`src/rtl/clk_divider_prog.sv`:
```
// clk_divider_prog: runtime-programmable clock divider / clock-enable generator.
//
// Divides clk by any integer N >= 2. clk_out is low for floor(N/2) cycles and
// high for ceil(N/2) cycles. tick is a one-cycle enable in the last high cycle.
// A new divisor is requested with div_load/div_in. It is held pending and is
// applied only on a period boundary, or on the next cycle while parked, so
// clk_out never glitches.
//
// Ports:
//   clk        system clock
//   reset      asynchronous, active-high reset
//   run        1 = count, 0 = park (phase 0, clk_out 0)
//   div_in     requested divisor N (DIV_W bits)
//   div_load   one-cycle load request for div_in
//   div_ack    one-cycle pulse: new divisor is now active
//   div_err    one-cycle pulse: load rejected (div_in < 2)
//   clk_out    divided clock, registered
//   tick       one-cycle enable per divided period, registered
//   phase_cnt  current phase 0..N-1, registered
//   tick_count 16-bit count of ticks (only when CLKDIV_TICK_CNT_EN is defined)
//
// Optional feature macro: CLKDIV_TICK_CNT_EN
module clk_divider_prog #(
  parameter int DIV_W       = 8,
  parameter int DEFAULT_DIV = 4
) (
  input  logic             clk,
  input  logic             reset,
  input  logic             run,
  input  logic [DIV_W-1:0] div_in,
  input  logic             div_load,
  output logic             div_ack,
  output logic             div_err,
  output logic             clk_out,
  output logic             tick,
  output logic [DIV_W-1:0] phase_cnt
`ifdef CLKDIV_TICK_CNT_EN
  ,
  output logic [15:0]      tick_count
`endif
);

  localparam logic [DIV_W-1:0] DEF_N = DIV_W'(DEFAULT_DIV);
  localparam logic [DIV_W-1:0] ONE   = DIV_W'(1);
  localparam logic [DIV_W-1:0] TWO   = DIV_W'(2);

  logic [DIV_W-1:0] n_q, pend_q;
  logic             pend_vld;

  logic             load_ok, eff_vld, wrap, apply, restart;
  logic [DIV_W-1:0] eff_val, n_nxt, k_nxt;

  // A valid load in this cycle overrides any older pending value and can be
  // applied in this very cycle if the period also ends here.
  always_comb begin
    load_ok = div_load && (div_in >= TWO);
    eff_vld = load_ok || pend_vld;
    eff_val = load_ok ? div_in : pend_q;
    wrap    = (phase_cnt == n_q - ONE);
    restart = !run || wrap;
    apply   = eff_vld && restart;
    n_nxt   = apply ? eff_val : n_q;
    k_nxt   = restart ? '0 : phase_cnt + ONE;
  end

  // clk_out/tick are computed from the next phase and next divisor so that
  // they stay a pure function of the registered (phase_cnt, N) pair. With
  // N >= 2, phase 0 always gives clk_out=0 and tick=0, which covers parking.
  always_ff @(posedge clk or posedge reset) begin
    if (reset) begin
      phase_cnt <= '0;
      n_q       <= DEF_N;
      pend_q    <= DEF_N;
      pend_vld  <= 1'b0;
      clk_out   <= 1'b0;
      tick      <= 1'b0;
      div_ack   <= 1'b0;
      div_err   <= 1'b0;
    end else begin
      phase_cnt <= k_nxt;
      n_q       <= n_nxt;
      clk_out   <= (k_nxt >= (n_nxt >> 1));
      tick      <= (k_nxt == n_nxt - ONE);
      div_ack   <= apply;
      div_err   <= div_load && (div_in < TWO);
      pend_vld  <= eff_vld && !apply;
      if (eff_vld) pend_q <= eff_val;
    end
  end

`ifdef CLKDIV_TICK_CNT_EN
  always_ff @(posedge clk or posedge reset) begin
    if (reset)            tick_count <= '0;
    else if (run && tick) tick_count <= tick_count + 16'd1;
  end
`endif

endmodule

```
`config.mk`:
```
export PLATFORM = sky130hd
export DESIGN_NAME = clk_divider_prog
export DESIGN_NICKNAME = d
export VERILOG_FILES = /design/src/rtl/clk_divider_prog.sv
export SDC_FILE = /design/constraint.sdc
export NUM_CORES = 1
export LEC_CHECK = 0
export BUFFER_PORTS_ARGS = -buffer_cell sky130_fd_sc_hd__clkbuf_2
export CAP_MARGIN = 20
export CELL_PAD_IN_SITES_DETAIL_PLACEMENT = 0
export CELL_PAD_IN_SITES_GLOBAL_PLACEMENT = 1
export CORE_ASPECT_RATIO = 1.75
export CORE_MARGIN = 2
export CORE_UTILIZATION = 35
export DETAILED_ROUTE_END_ITERATION = 8
export PLACE_DENSITY_LB_ADDON = 0.1
export SLEW_MARGIN = 20
export SYNTH_ARGS = -nofsm -noshare
export SYNTH_HDL_FRONTEND = slang
export SYNTH_SLANG_ARGS = --single-unit
```
`constraint.sdc`:
```
create_clock -name clk -period 3.75 [get_ports clk]
set_clock_uncertainty 0.05 [all_clocks]
set_input_delay 0.75 -clock clk [delete_from_list [all_inputs] [get_ports clk]]
set_output_delay 0.75 -clock clk [all_outputs]
set_load 0.005 [all_outputs]
```
## Word-level counts from Yosys, hierarchy flattened

Cells that the tools add are included.

| word-level totals | value |
|---|---|
| input port bits | 12 |
| memory bits (writable) | 0 |
| memory bits (read-only) | 0 |
| latch bits | 0 |
| register bits | 29 |
| output and inout port bits | 12 |
| memories | 0 |

| cells by class | value |
|---|---|
| add/sub/neg operators | 3 |
| bitwise operators | 0 |
| magnitude comparators | 3 |
| shift operators | 0 |
| equal/unequal tests | 2 |
| muxes and demuxes | 3 |
| div/mod/pow operators | 0 |
| multiply operators | 0 |
| reductions and logical operators | 8 |

Operators by type and width:

| cell | number |
|---|---|
| $mux 8 | 3 |
| $eq 8x8->1 | 2 |
| $sub 8x1->8 const B | 2 |
| $add 8x1->8 const B | 1 |
| $ge 8x2->1 const B | 1 |
| $ge 8x7->1 | 1 |
| $lt 8x2->1 const B | 1 |
| $logic_and 1x1->1 | 4 |
| $logic_not 1->1 | 2 |
| $logic_or 1x1->1 | 2 |

## Depth between registers and ports, before layout

| depth | value |
|---|---|
| depth in word-level cells | 7 |
| mapped depth | 20 |
| mapped depth without buffers | 19 |

## Worst setup path before layout

No wires, ideal clock.

| path | value |
|---|---|
| path type | input port to flip-flop |
| start point | input div_in[3] |
| end point | register clk_out |
| setup time | 123 ps |
| path slack | -107 ps |
| data arrival time | 3,684 ps |
| stages on the path | 19 |
| path through | or4_4 o41ai_4 and2b_2 a211o_1 o21a_1 buf_6 nor2_1 a21o_1 inv_1 ha_1 nand2b_1 a21oi_1 nor2b_1 o21ai_0 nand2b_1 a21oi_1 nor2b_1 o21ai_0 nand2_1 |

| on the way | value |
|---|---|
| longest elaborated chain between the ends | 6 |
| elaborated cells on any way between the ends | 7 |
| classes of those cells | order compare (2); mux (2); reduce/logical (3) |

Ends and longest elaborated chain:

| item | RTL line | text |
|---|---|---|
| start: declaration | 30 | `input logic [DIV_W-1:0] div_in,` |
| $ge 8x2->1 (*) | 56 | `load_ok = div_load && (div_in >= TWO);` |
| $logic_and 1x1->1 (*) | 56 |  |
| $logic_or 1x1->1 | 57 | `eff_vld = load_ok \|\| pend_vld;` |
| $logic_and 1x1->1 | 61 | `apply = eff_vld && restart;` |
| $mux 8 (*) | 62 | `n_nxt = apply ? eff_val : n_q;` |
| via n_nxt[1] | 51 | `logic [DIV_W-1:0] eff_val, n_nxt, k_nxt;` |
| $ge 8x7->1 (*) | 82 | `clk_out <= (k_nxt >= (n_nxt >> 1));` |
| end signal: assignment | 82 |  |
| end: declaration | 34 | `output logic clk_out,` |

Mark *: on every way through the listed nets, which the timed path passes. The rest lies on a longest branch.
A chain may end at the register's enable or synchronous reset.

## Worst setup path in the final report

| path | value |
|---|---|
| start point | input div_in[7] |
| end point | register tick |

| on the way | value |
|---|---|
| longest elaborated chain between the ends | 7 |
| elaborated cells on any way between the ends | 8 |
| classes of those cells | add/sub (1); order compare (1); eq/ne (1); mux (2); reduce/logical (3) |

Ends and longest elaborated chain:

| item | RTL line | text |
|---|---|---|
| $ge 8x2->1 | 56 |  |
| $logic_and 1x1->1 | 56 |  |
| $logic_or 1x1->1 | 57 |  |
| $logic_and 1x1->1 | 61 |  |
| $mux 8 (*) | 62 |  |
| $sub 8x1->8 (*) | 83 | `tick <= (k_nxt == n_nxt - ONE);` |
| $eq 8x8->1 (*) | 83 |  |
| end signal: assignment | 83 |  |
| end: declaration | 35 | `output logic tick,` |

Every way passes the cells marked *; elsewhere a longest branch is shown, timed or not.

==> impl_metrics.ini <==
[sta]
timing.slew.headroom = 0.711
hold_viol_final = 0
setup_viol = 0
fmax_mhz = 280
fin_crit_ns = 3.57
rsz0062_at_grt = false
hold_slack_ns = 0.475
tightest_slew_ns = 0.433
drv_slew = 0
finalCritPeriodShare = 0.953

[critical_path]
path_cells = clkbuf_2 > or4_4 > o41ai_4 > buf_4 > mux2_4 > a2111oi_2 > xor2_1 > or3_2 > o211ai_1 > mux2i_1 > nor4b_2
arrival_ns = 3.72
endpoint_kind = flip-flop
start_kind = input pin
rr_worst_depth = 14
critical_path_class = in -> reg
cp.required_ns = 3.89
crit_fanout = 9
cp_num_buf_inv = 2
crit_slowest_cell = or4_4
cpPeakStageDelay_ns = 0.55
path_delay_family = simple AND/OR/NAND/NOR gates
cp_num_cells = 11

[floorplanning]
die_h_microns = 106
start_util = 0.358
die_width_microns = 62.1
row_count = 37
num_io_pins = 24
dieArea_sq_um = 6570
core_area_sq_um = 5790

[cts]
cts_hold_buf = 0
clk_pin_slew_worst_paths_ns = 0.07
insertion_delay_ns = 0.28
cts.sinks = 29
root_buffer = clkbuf_8
cts_tree = done
cts_buffers = 5
h-tree-depth = 2
cts_buffer_depth = 2

[layout]
n_fill_cell = 610
utilization = 0.459
diodes = 0
drive_above_1_share = 0.322
layout.nets = 304
multi_input_area_sq_um = 1270
seqCellArea_sq_um = 729
syn2layout_area_growth_pct = 28.2

[global_route]
grt_first_pass_wirelength_microns = 10000
grtUsageTotal = 0.199
grt_remaining_overflow = 0
grt_util_met2 = 0.378
grt_pass1_vias = 1955
top_usage_layer = met2
grt_util_met3 = 0.0235
grt_max_degree = 30
gr-usage-met1 = 0.210
grt_antenna_before_repair = 0

[power]
p_int_uw = 669
p_comb_frac = 0.385
p_total_mw = 1.05
powerDensity_nw_per_um2 = 396
power_leakage_nw = 1.27
ir_drop_mv = 0.206
p_sw_frac = 0.363
power_frac_seq = 0.371
p_switching_uw = 381
p_clk_frac = 0.244

[synthesis]
synthCells = 223
synthArstFlopShare = 1.00
ys_seq_elements = 29
syn-mean-instance-area_sq_um = 9.29
yosysSeqAreaShare = 0.352
yosys_warnings = 0
synth-edff-count = 0
synth_nets = 245
yosysUniqueCellTypes = 55
synth_area_sq_um = 2070
synthFlopType = dfrtp_1

[routing]
routed_via_density = 5.11
drt_first_pass_iters = 4
drc = 0
drtIter0Drc = 52
ant_nets = 0
num_vias = 1845
routedWlPerCell_microns = 16.5
wl_microns = 5960

[min_path]
worstHoldPathType = in -> async

[place]
portBuffers = 23
place_hpwl_microns = 4840
gp_congestion = 0.866

[job]
drv_cap = 0

[status]
outcome = completed
==> power groups by stage <==
stage	clock [mW]	sequential (mW)	combinational (mW)
after global placement	0	0.395	0.392
after CTS	0.269	0.389	0.393
after floorplan	0	0.375	0.252
final	0.256	0.390	0.404
after detailed placement	0	0.395	0.390
after global routing	0.280	0.395	0.452
==> Yosys cell counts (all sizes together) (5+ instances only) <==
cell type / instances / share of area
or3: 5 / 0.016
dfrtp: 27 / 0.33
and2: 7 / 0.021
inv: 19 / 0.040
xnor2: 11 / 0.050
a21oi: 5 / 0.012
nor4: 6 / 0.018
nand2b: 6 / 0.018
nand2: 20 / 0.036
nand3: 6 / 0.015
nor2: 16 / 0.029
mux2i: 9 / 0.056
xor2: 8 / 0.034
o21ai: 10 / 0.024
ha: 10 / 0.060
==> logic make-up (layout without fill, tap and decap cells) <==
family,after synthesis,in the layout,synth area share
DFF,29,29,0.352
and+or+nand+nor,83,83,0.211
muxes,11,11,0.0683
AOI/OAI and AO/OA,46,46,0.167
buffers and inverters,25,85,0.0568
xor gates and xnor gates,19,19,0.0840
adders and majority gates,10,10,0.0604
==> layout make-up <==
class / count / area share
tap: 78 / 0.0368
timing repair buffer: 58 / 0.147
clock inverter: 2 / 0.00377
clock buffer: 6 / 0.0273
inverter: 19 / 0.0316
multi-input combinational: 169 / 0.479
sequential: 29 / 0.275
==> path summary, 6_finish.rpt <==
kind / startpoint / to / slack, ns
hold / removal: reset / phase_cnt[6] / 0.48
hold reg to reg: pend_q[6] / pend_q[6] / 0.48
min in group clk: pend_q[6] / pend_q[6] / 0.48
max in group asynchronous: reset / n_q[2] / 2.85
setup / recovery: div_in[7] / tick / 0.18
setup reg to reg: n_q[0] / tick / 0.27
==> worst min-delay path: cells and delay by family <==
kind	cells	cell delay, ns
buffers and inverters	3	0.47
==> state kept, by name, indices dropped and copies added (netlist names) <==
register and cells:
div_err 1, tick 1, div_ack 1, phase_cnt 8
n_q 8, pend_vld 1, pend_q 8, clk_out 1
==> per-layer routing <==
layer / wire, microns / vias to the layer above / share of wire
met5: 0 / - / 0
met2: 3290 / 45 / 0.55
met4: 209 / 0 / 0.035
met1: 2290 / 877 / 0.38
met3: 170 / 13 / 0.029
li1: - / 910 / -
==> what timing repair did <==
action / CTS / global route
cloned: 0 / 0
setup buffers: 0 / 1
pin swaps: 0 / 3
endpoints found under the setup margin: 1 / 2
gates resized for setup: 1 / 11
==> placed cells by master, fill, tap and decap left out, drive strengths merged, types with 4 or more instances in the layout <==
cell / synthesis / final
inv: 19 / 19
or3: 5 / 5
dfrtp: 27 / 27
a21oi: 5 / 5
ha: 10 / 10
xnor2: 11 / 11
nor3: 4 / 4
mux2i: 9 / 9
nand2: 20 / 20
xor2: 8 / 8
and2: 7 / 7
nand3: 6 / 6
clkbuf: 2 / 29
a22o: 4 / 4
buf: 4 / 35
a21o: 4 / 4
nand2b: 6 / 6
nor2: 16 / 16
o221ai: 4 / 4
o21ai: 10 / 10
nor4: 6 / 6
==> per-stage QoR <==
stage	setup WS (ns)	TNS (ns)	instances	cell area, sq um
6_report	0.176	0	361	2650
5_1_grt	0.00562	0	361	2650
4_1_cts	0.0749	0	360	2610
3_5_place_dp	-0.301	-0.430	352	2520
3_3_place_gp	-0.279	-0.368	352	2520
2_1_floorplan	-0.0890	-0.156	223	2070
(Power assumes the default switching activity.)
